`src/rtl/xmul_seq.sv`:
```
// ---------------------------------------------------------------------------
// xmul_seq: sequential multi-precision row multiply-accumulate.
//   acc[j]   += lo57(a[j] * b)        j = 0..NLIMB-1
//   acc[j+1] += (a[j] * b) >> 57      j = 0..NLIMB-1
// All products come from an external fixed-latency (2 cycle) multiplier that
// also performs the add with the supplied accumulator operand (in3).
//
// Optional feature macro: XMUL_SEQ_CARRY_EN
//   When defined, a CARRY pass runs after DRAIN and normalises every limb
//   below the top one to 57 bits, pushing the excess into the next limb.
//
// Ports
//   clock, reset            clock, synchronous active-high reset
//   start, b_in             request a row op; b_in captured on acceptance
//   busy, done              busy from first issue through the done cycle
//   a_we/a_addr/a_wdata     write port into the A limb file (NLIMB entries)
//   acc_we/acc_addr/
//     acc_wdata/acc_rdata   accumulator file port (NLIMB+1 entries),
//                           read is combinational
//   mul_req_*               multiplier request (valid/dw/fn/tag)
//   mul_in1/2/3             multiplier operands a[j], b, acc[dest]
//   mul_resp_data/tag       multiplier result, no valid bit
// ---------------------------------------------------------------------------
module xmul_seq #(
    parameter int unsigned NLIMB = 9
) (
    input  logic        clock,
    input  logic        reset,
    input  logic        start,
    input  logic [63:0] b_in,
    output logic        busy,
    output logic        done,
    input  logic        a_we,
    input  logic [4:0]  a_addr,
    input  logic [63:0] a_wdata,
    input  logic        acc_we,
    input  logic [4:0]  acc_addr,
    input  logic [63:0] acc_wdata,
    output logic [63:0] acc_rdata,
    output logic        mul_req_valid,
    output logic        mul_req_dw,
    output logic [5:0]  mul_req_fn,
    output logic [4:0]  mul_req_tag,
    output logic [63:0] mul_in1,
    output logic [63:0] mul_in2,
    output logic [63:0] mul_in3,
    input  logic [63:0] mul_resp_data,
    input  logic [4:0]  mul_resp_tag
);

    localparam int unsigned DW   = 64;
    localparam int unsigned AW   = 5;
    localparam int unsigned FW   = 6;
    localparam int unsigned NACC = NLIMB + 1;
    localparam int unsigned AIW  = $clog2(NLIMB);
    localparam int unsigned CIW  = $clog2(NACC);

    localparam logic [FW-1:0] FN_LO    = FW'(52);
    localparam logic [FW-1:0] FN_HI    = FW'(53);
    localparam logic [AW-1:0] LAST_IDX = AW'(NLIMB - 1);
    localparam logic [AW-1:0] MAX_ACC  = AW'(NLIMB);

`ifdef XMUL_SEQ_CARRY_EN
    localparam int unsigned   LO_BITS = 57;
    localparam logic [DW-1:0] LO_MASK = (DW'(1) << LO_BITS) - DW'(1);
`endif

    // Legal limb range; also keeps every index inside the 5-bit address space.
    if (NLIMB < 4 || NLIMB > 30) begin : g_nlimb_check
        $error("xmul_seq: NLIMB=%0d outside legal range 4..30", NLIMB);
    end

    typedef enum logic [2:0] {
        ST_IDLE     = 3'd0,
        ST_ISSUE_LO = 3'd1,
        ST_ISSUE_HI = 3'd2,
        ST_DRAIN    = 3'd3,
`ifdef XMUL_SEQ_CARRY_EN
        ST_CARRY    = 3'd4,
`endif
        ST_DONE     = 3'd5
    } state_t;

    state_t          state_q, state_d;
    logic [AW-1:0]   idx_q, idx_d;
    logic            busy_d, done_d, valid_d;
    logic [FW-1:0]   fn_d;
    logic [AW-1:0]   tag_d;
    logic [DW-1:0]   b_q;
    logic [1:0]      vld_q;
    logic            idle;

    logic [DW-1:0]   a_mem   [NLIMB];
    logic [DW-1:0]   acc_mem [NACC];

    assign idle = (state_q == ST_IDLE);

    // Next-state / next-output logic; outputs are registered from the next state.
    always_comb begin
        state_d = state_q;
        idx_d   = idx_q;
        case (state_q)
            ST_IDLE: begin
                if (start) begin
                    state_d = ST_ISSUE_LO;
                    idx_d   = '0;
                end
            end
            ST_ISSUE_LO: begin
                if (idx_q == LAST_IDX) begin
                    state_d = ST_ISSUE_HI;
                    idx_d   = '0;
                end else begin
                    idx_d = idx_q + AW'(1);
                end
            end
            ST_ISSUE_HI: begin
                if (idx_q == LAST_IDX) begin
                    state_d = ST_DRAIN;
                    idx_d   = '0;
                end else begin
                    idx_d = idx_q + AW'(1);
                end
            end
            // Two cycles let the last two in-flight results land.
            ST_DRAIN: begin
                if (idx_q == AW'(1)) begin
                    idx_d = '0;
`ifdef XMUL_SEQ_CARRY_EN
                    state_d = ST_CARRY;
`else
                    state_d = ST_DONE;
`endif
                end else begin
                    idx_d = idx_q + AW'(1);
                end
            end
`ifdef XMUL_SEQ_CARRY_EN
            ST_CARRY: begin
                if (idx_q == LAST_IDX) begin
                    state_d = ST_DONE;
                    idx_d   = '0;
                end else begin
                    idx_d = idx_q + AW'(1);
                end
            end
`endif
            ST_DONE: begin
                state_d = ST_IDLE;
                idx_d   = '0;
            end
            default: begin
                state_d = ST_IDLE;
                idx_d   = '0;
            end
        endcase

        valid_d = (state_d == ST_ISSUE_LO) || (state_d == ST_ISSUE_HI);
        busy_d  = (state_d != ST_IDLE);
        done_d  = (state_d == ST_DONE);
        fn_d    = (state_d == ST_ISSUE_HI) ? FN_HI : FN_LO;
        // Hi half lands one limb above its source.
        tag_d   = (state_d == ST_ISSUE_HI) ? idx_d + AW'(1) : idx_d;
    end

    // State, registered outputs, captured b and the multiplier valid tracker.
    always_ff @(posedge clock) begin
        if (reset) begin
            state_q       <= ST_IDLE;
            idx_q         <= '0;
            busy          <= 1'b0;
            done          <= 1'b0;
            mul_req_valid <= 1'b0;
            mul_req_fn    <= '0;
            mul_req_tag   <= '0;
            b_q           <= '0;
            vld_q         <= '0;
        end else begin
            state_q       <= state_d;
            idx_q         <= idx_d;
            busy          <= busy_d;
            done          <= done_d;
            mul_req_valid <= valid_d;
            mul_req_fn    <= fn_d;
            mul_req_tag   <= tag_d;
            if (idle && start) begin
                b_q <= b_in;
            end
            vld_q <= {vld_q[0], mul_req_valid};
        end
    end

    // A limb file: external writes only while idle.
    always_ff @(posedge clock) begin
        if (reset) begin
            for (int i = 0; i < int'(NLIMB); i++) begin
                a_mem[i] <= '0;
            end
        end else if (idle && a_we && (a_addr <= LAST_IDX)) begin
            a_mem[a_addr[AIW-1:0]] <= a_wdata;
        end
    end

`ifdef XMUL_SEQ_CARRY_EN
    logic [AW-1:0]  carry_dst_full;
    logic [CIW-1:0] carry_src, carry_dst;
    logic [DW-1:0]  carry_sum;

    // Ripple of one limb's excess above bit 57 into the next limb.
    assign carry_dst_full = idx_q + AW'(1);
    assign carry_src      = idx_q[CIW-1:0];
    assign carry_dst      = carry_dst_full[CIW-1:0];
    assign carry_sum      = acc_mem[carry_dst] + (acc_mem[carry_src] >> LO_BITS);
`endif

    // Accumulator file: idle-only external writes, multiplier writeback, carry pass.
    always_ff @(posedge clock) begin
        if (reset) begin
            for (int i = 0; i < int'(NACC); i++) begin
                acc_mem[i] <= '0;
            end
        end else begin
            if (idle && acc_we && (acc_addr <= MAX_ACC)) begin
                acc_mem[acc_addr[CIW-1:0]] <= acc_wdata;
            end
            if (vld_q[1] && (mul_resp_tag <= MAX_ACC)) begin
                acc_mem[mul_resp_tag[CIW-1:0]] <= mul_resp_data;
            end
`ifdef XMUL_SEQ_CARRY_EN
            if (state_q == ST_CARRY) begin
                acc_mem[carry_dst] <= carry_sum;
                acc_mem[carry_src] <= acc_mem[carry_src] & LO_MASK;
            end
`endif
        end
    end

    assign acc_rdata  = (acc_addr <= MAX_ACC) ? acc_mem[acc_addr[CIW-1:0]] : '0;
    assign mul_req_dw = 1'b1;
    assign mul_in1    = a_mem[idx_q[AIW-1:0]];
    assign mul_in2    = b_q;
    // No bypass: NLIMB >= 4 puts every hi read after the matching lo writeback.
    assign mul_in3    = acc_mem[mul_req_tag[CIW-1:0]];

endmodule

```
`config.mk`:
```
export PLATFORM = sky130hd
export DESIGN_NAME = xmul_seq
export DESIGN_NICKNAME = d
export VERILOG_FILES = /design/src/rtl/xmul_seq.sv
export SDC_FILE = /design/constraint.sdc
export NUM_CORES = 2
export LEC_CHECK = 0
export CORE_UTILIZATION = 30
export DETAILED_ROUTE_END_ITERATION = 16
export GPL_TIMING_DRIVEN = 1
export HOLD_SLACK_MARGIN = 0.05
export PLACE_DENSITY_LB_ADDON = 0.08
export SLEW_MARGIN = 40
export SYNTH_ARGS = -nofsm -noshare
export SYNTH_HDL_FRONTEND = slang
export SYNTH_SLANG_ARGS = --single-unit
export TNS_END_PERCENT = 10
```
`constraint.sdc`:
```
create_clock -name clock -period 9.5 [get_ports clock]
set_clock_uncertainty 0.15 [all_clocks]
set_input_delay 1.9 -clock clock [delete_from_list [all_inputs] [get_ports clock]]
set_output_delay 1.9 -clock clock [all_outputs]
set_load 0.02 [all_outputs]
```
==> qor.csv <==
stage;metric;value;unit
synth;Post-Synth Adder-Cell Area;0.000498;
die;Die X;581;µm
routing;drt pass-1 iters;6;
global_routing;vias in the first global route;64400;
clock_tree;clock slew at reported path FFs;0.05;ns
clock_tree;hold buffer count at CTS;0;
cells_and_area;Sequential Area;0.0632;mm²
power;pwr dens;185;mW/mm²
synth;most common flop cell mapped by yosys;edfxtp_1;
clock_tree;worst skew pair latency;0.88;ns
worst_setup_path;startpoint types;input pin;
synth;asr flop ratio synth;0;
worst_setup_path;Critical path buffers and inverters;4;
clock_tree;Post-CTS Resized;0;
run_status;status;finished, final reports clean;
clock_tree;CTS sink cnt;2132;
clock_tree;clk buf depth;4;
power;Design Power;0.0227;W
cells_and_area;share of layout cells above drive strength 1;0.167;
synth;Post-synth EDFFs;2048;
routing;via count;63100;
synth;dominant cell type by area after synthesis;edfxtp_1;
worst_setup_path;slowest cell on the critical path;nor3_1;
die;Initial Util;0.301;
routing;residual DRC count;0;
routing;Post-DRT Antenna Nets;0;
routing;DR WL/cell;27.9;µm
worst_setup_path;CP delay by family, top;buffers and inverters;
clock_tree;Post-CTS Setup Bufs;0;
global_routing;maximum number of pins on one net before global-route repair;103;
cells_and_area;Multi-input gate area;0.0369;mm²
synth;xor/xnor share of the synthesized area;0.000436;
die;Die ar.;0.337;mm²
global_routing;grt met1 use;0.271;
placed_design;Detailed Place HPWL;201000;µm
synth;synthesized area;0.100;mm²
sta;Slew headroom;0.382;
synth;Synth top area share;0.612;
routing;WL final;350000;µm
synth;Yosys warning count;0;
global_routing;GR peak layer;met2;
power;Max VDD drop;0.124;mV
global_routing;M3 GR Usage;0.0326;
sta;RSZ-0062 raised after global routing;no;
synth;Synth cell types;53;
synth;synth top area cells;edfxtp_1, mux4_2, and2_1;
power;P_leak;45.1;nW
synth;post-synthesis simple-gate area fraction;0.0758;
sta;final hold vios;0;
cells_and_area;fillers;31800;
synth;register area share after synthesis;0.629;
sta;setup TNS;0;ns
placed_design;dpl cells;12100;
clock_tree;total CTS buffers;270;
sta;period utilisation layout;0.771;
synth;cells after synthesis;6748;
worst_hold_path;min-delay worst type;reg -> reg;
placed_design;gpl congestion;0.770;
synth;Synth Area in Compound Gates;0.0574;
sta;number of max-slew violations in the final report;0;
global_routing;grt total ovfl;0;
synth;most frequent cell after synthesis;edfxtp_1;
clock_tree;TritonCTS clock tree;done;
placed_design;port bufs;543;
worst_setup_path;CP endpoint kind;output port;
cells_and_area;fin nets;8222;
synth;mux share of post-synthesis cell area;0.198;
synth;flops & latches, synth;2132;
die;I/O pin cnt;547;
cells_and_area;Synth-to-Final Area Change;22.2;%
worst_setup_path;Setup CP Type;in -> out;
die;CORE AREA;0.333;mm²
synth;average size of a mapped cell;14.9;µm²
global_routing;antenna violations before repair;60;
routing;Vias per Instance;5.03;
worst_setup_path;critical path peak fanout;28;
clock_tree;Root Buffer;clkbuf_16;
sta;Final Setup Violations;0;
worst_setup_path;cell breakdown of the critical path;clkbuf_8 -> nand2b_4 -> buf_12 -> buf_4 -> o221ai_1 -> a21oi_1 -> nor3_1 -> clkdlybuf4s50_1;
sta;Slew @ Worst Pin;0.920;ns
synth;most common library cells after synthesis;edfxtp_1, nand2_1, mux4_2;
die;die height;581;µm
global_routing;first-pass GRT wire length;495000;µm
die;row cnt;212;
routing;first-iteration detailed-routing DRC count;5391;
global_routing;Global Route met2 Usage;0.346;
cells_and_area;Finished Layout Cells;12500;
worst_setup_path;CP required;7.45;ns
worst_setup_path;Critical Path Max Stage Delay;0.78;ns
global_routing;global-route usage over all layers;0.205;
clock_tree;H-tree levels;5;
sta;fin crit period;7.33;ns
run;max cap viols;0;
sta;fmax;0.137;GHz
synth;largest family of logic cells by synthesized area;multiplexers;
worst_setup_path;worst path arrival time;5.28;ns
## path summary, 6_finish.rpt
check                            startpoint             end  slack, ns  depth (start not counted)
worst max-delay path            acc_addr[1]   acc_rdata[11]       2.17                          8
worst min-delay path            mul_in2[38]     mul_in2[38]       0.30                          2
worst max register to register   state_q[1]  acc_mem[6][27]       5.08                          8
worst min register to register  mul_in2[38]     mul_in2[38]       0.30                          2
## power by group
group	switching (W)	leakage, nW	internal, W
sequential	0.000173	21.5	0.0108
clock	0.00413	3.95	0.00561
combinational	0.00116	19.6	0.000871
total	0.00547	45.1	0.0173
## tightest hold or removal path: cells and delay by family (launching register included)
family	cells	cell delay, ns
AND/OR/NAND/NOR	1	0.05
flip-flops	1	0.30
AO/OA/AOI/OAI	1	0.05
## placed cells by master, fill, tap and decap left out, types with 6 or more instances in the layout
| master | synthesis | final |
|---|---|---|
| edfxtp_1 | 2048 | 2048 |
| nand2_1 | 842 | 840 |
| conb_1 | 2 | 835 |
| mux4_2 | 768 | 768 |
| and2_1 | 579 | 578 |
| clkdlybuf4s50_1 | 0 | 538 |
| o21ai_0 | 521 | 518 |
| inv_1 | 391 | 391 |
| clkbuf_16 | 0 | 277 |
| mux2i_1 | 258 | 258 |
| a21oi_1 | 129 | 129 |
| o221ai_1 | 128 | 128 |
| buf_4 | 5 | 101 |
| dfxtp_1 | 84 | 76 |
| o22ai_1 | 65 | 65 |
| o31ai_1 | 64 | 64 |
| clkbuf_1 | 448 | 64 |
| o21ai_1 | 60 | 60 |
| clkinv_1 | 0 | 60 |
| nor3_1 | 75 | 55 |
| buf_12 | 0 | 37 |
| clkinv_2 | 0 | 30 |
| nor3_2 | 0 | 19 |
| buf_6 | 0 | 18 |
| nor2_1 | 23 | 14 |
| inv_6 | 0 | 14 |
| diode_2 | 0 | 13 |
| buf_16 | 0 | 11 |
| bufinv_16 | 0 | 10 |
| nor2_4 | 0 | 9 |
| buf_8 | 0 | 9 |
| or2_4 | 0 | 8 |
| dfxtp_4 | 0 | 8 |
| a211o_4 | 0 | 6 |
## cells by family after synthesis
family          Yosys count
buf+inv                1018
compound gates          991
flops                  2132
other cells               2
xor+xnor                  5
fa+ha+maj                 4
simple gates           1569
mux                    1027
## sequential cells by signal, indices dropped and copies added, names as in the netlist
register,flops
mul_in2,64
acc_mem,1024
mul_req_tag,5
mul_req_fn,2
vld_q,2
done,1
mul_req_valid,1
busy,1
a_mem,1024
state_q,3
idx_q,5
## final cells by class
type | instances | share of cell area
repair buffers | 715 | 0.0614
clock inverters | 123 | 0.00743
flip-flops and latches | 2132 | 0.515
inverters | 392 | 0.0120
multi-input cells | 4431 | 0.301
clock buffers | 342 | 0.0585
well taps | 4387 | 0.0447
diodes | 13 | 0.000265
## routing by layer
layer  share of wire  up-vias
met5         0.00087        -
met4           0.030       42
met3           0.060      568
met1            0.42    33100
met2            0.49     2097
li1                -    27300
## metrics by stage
| step | hold slack (ns) | utilization | area (µm²) | worst slack, ns |
|---|---|---|---|---|
| global placement | 0.292 | 0.341 | 114000 | 2.04 |
| finish | 0.301 | 0.368 | 123000 | 2.17 |
| CTS | 0.305 | 0.368 | 123000 | 2.26 |
| detailed placement | 0.297 | 0.344 | 115000 | 2.26 |
| global route | 0.323 | 0.368 | 123000 | 2.16 |
| floorplan | 0.264 | - | 104000 | 1.77 |
No activity file was read; power rests on OpenSTA's default activity.
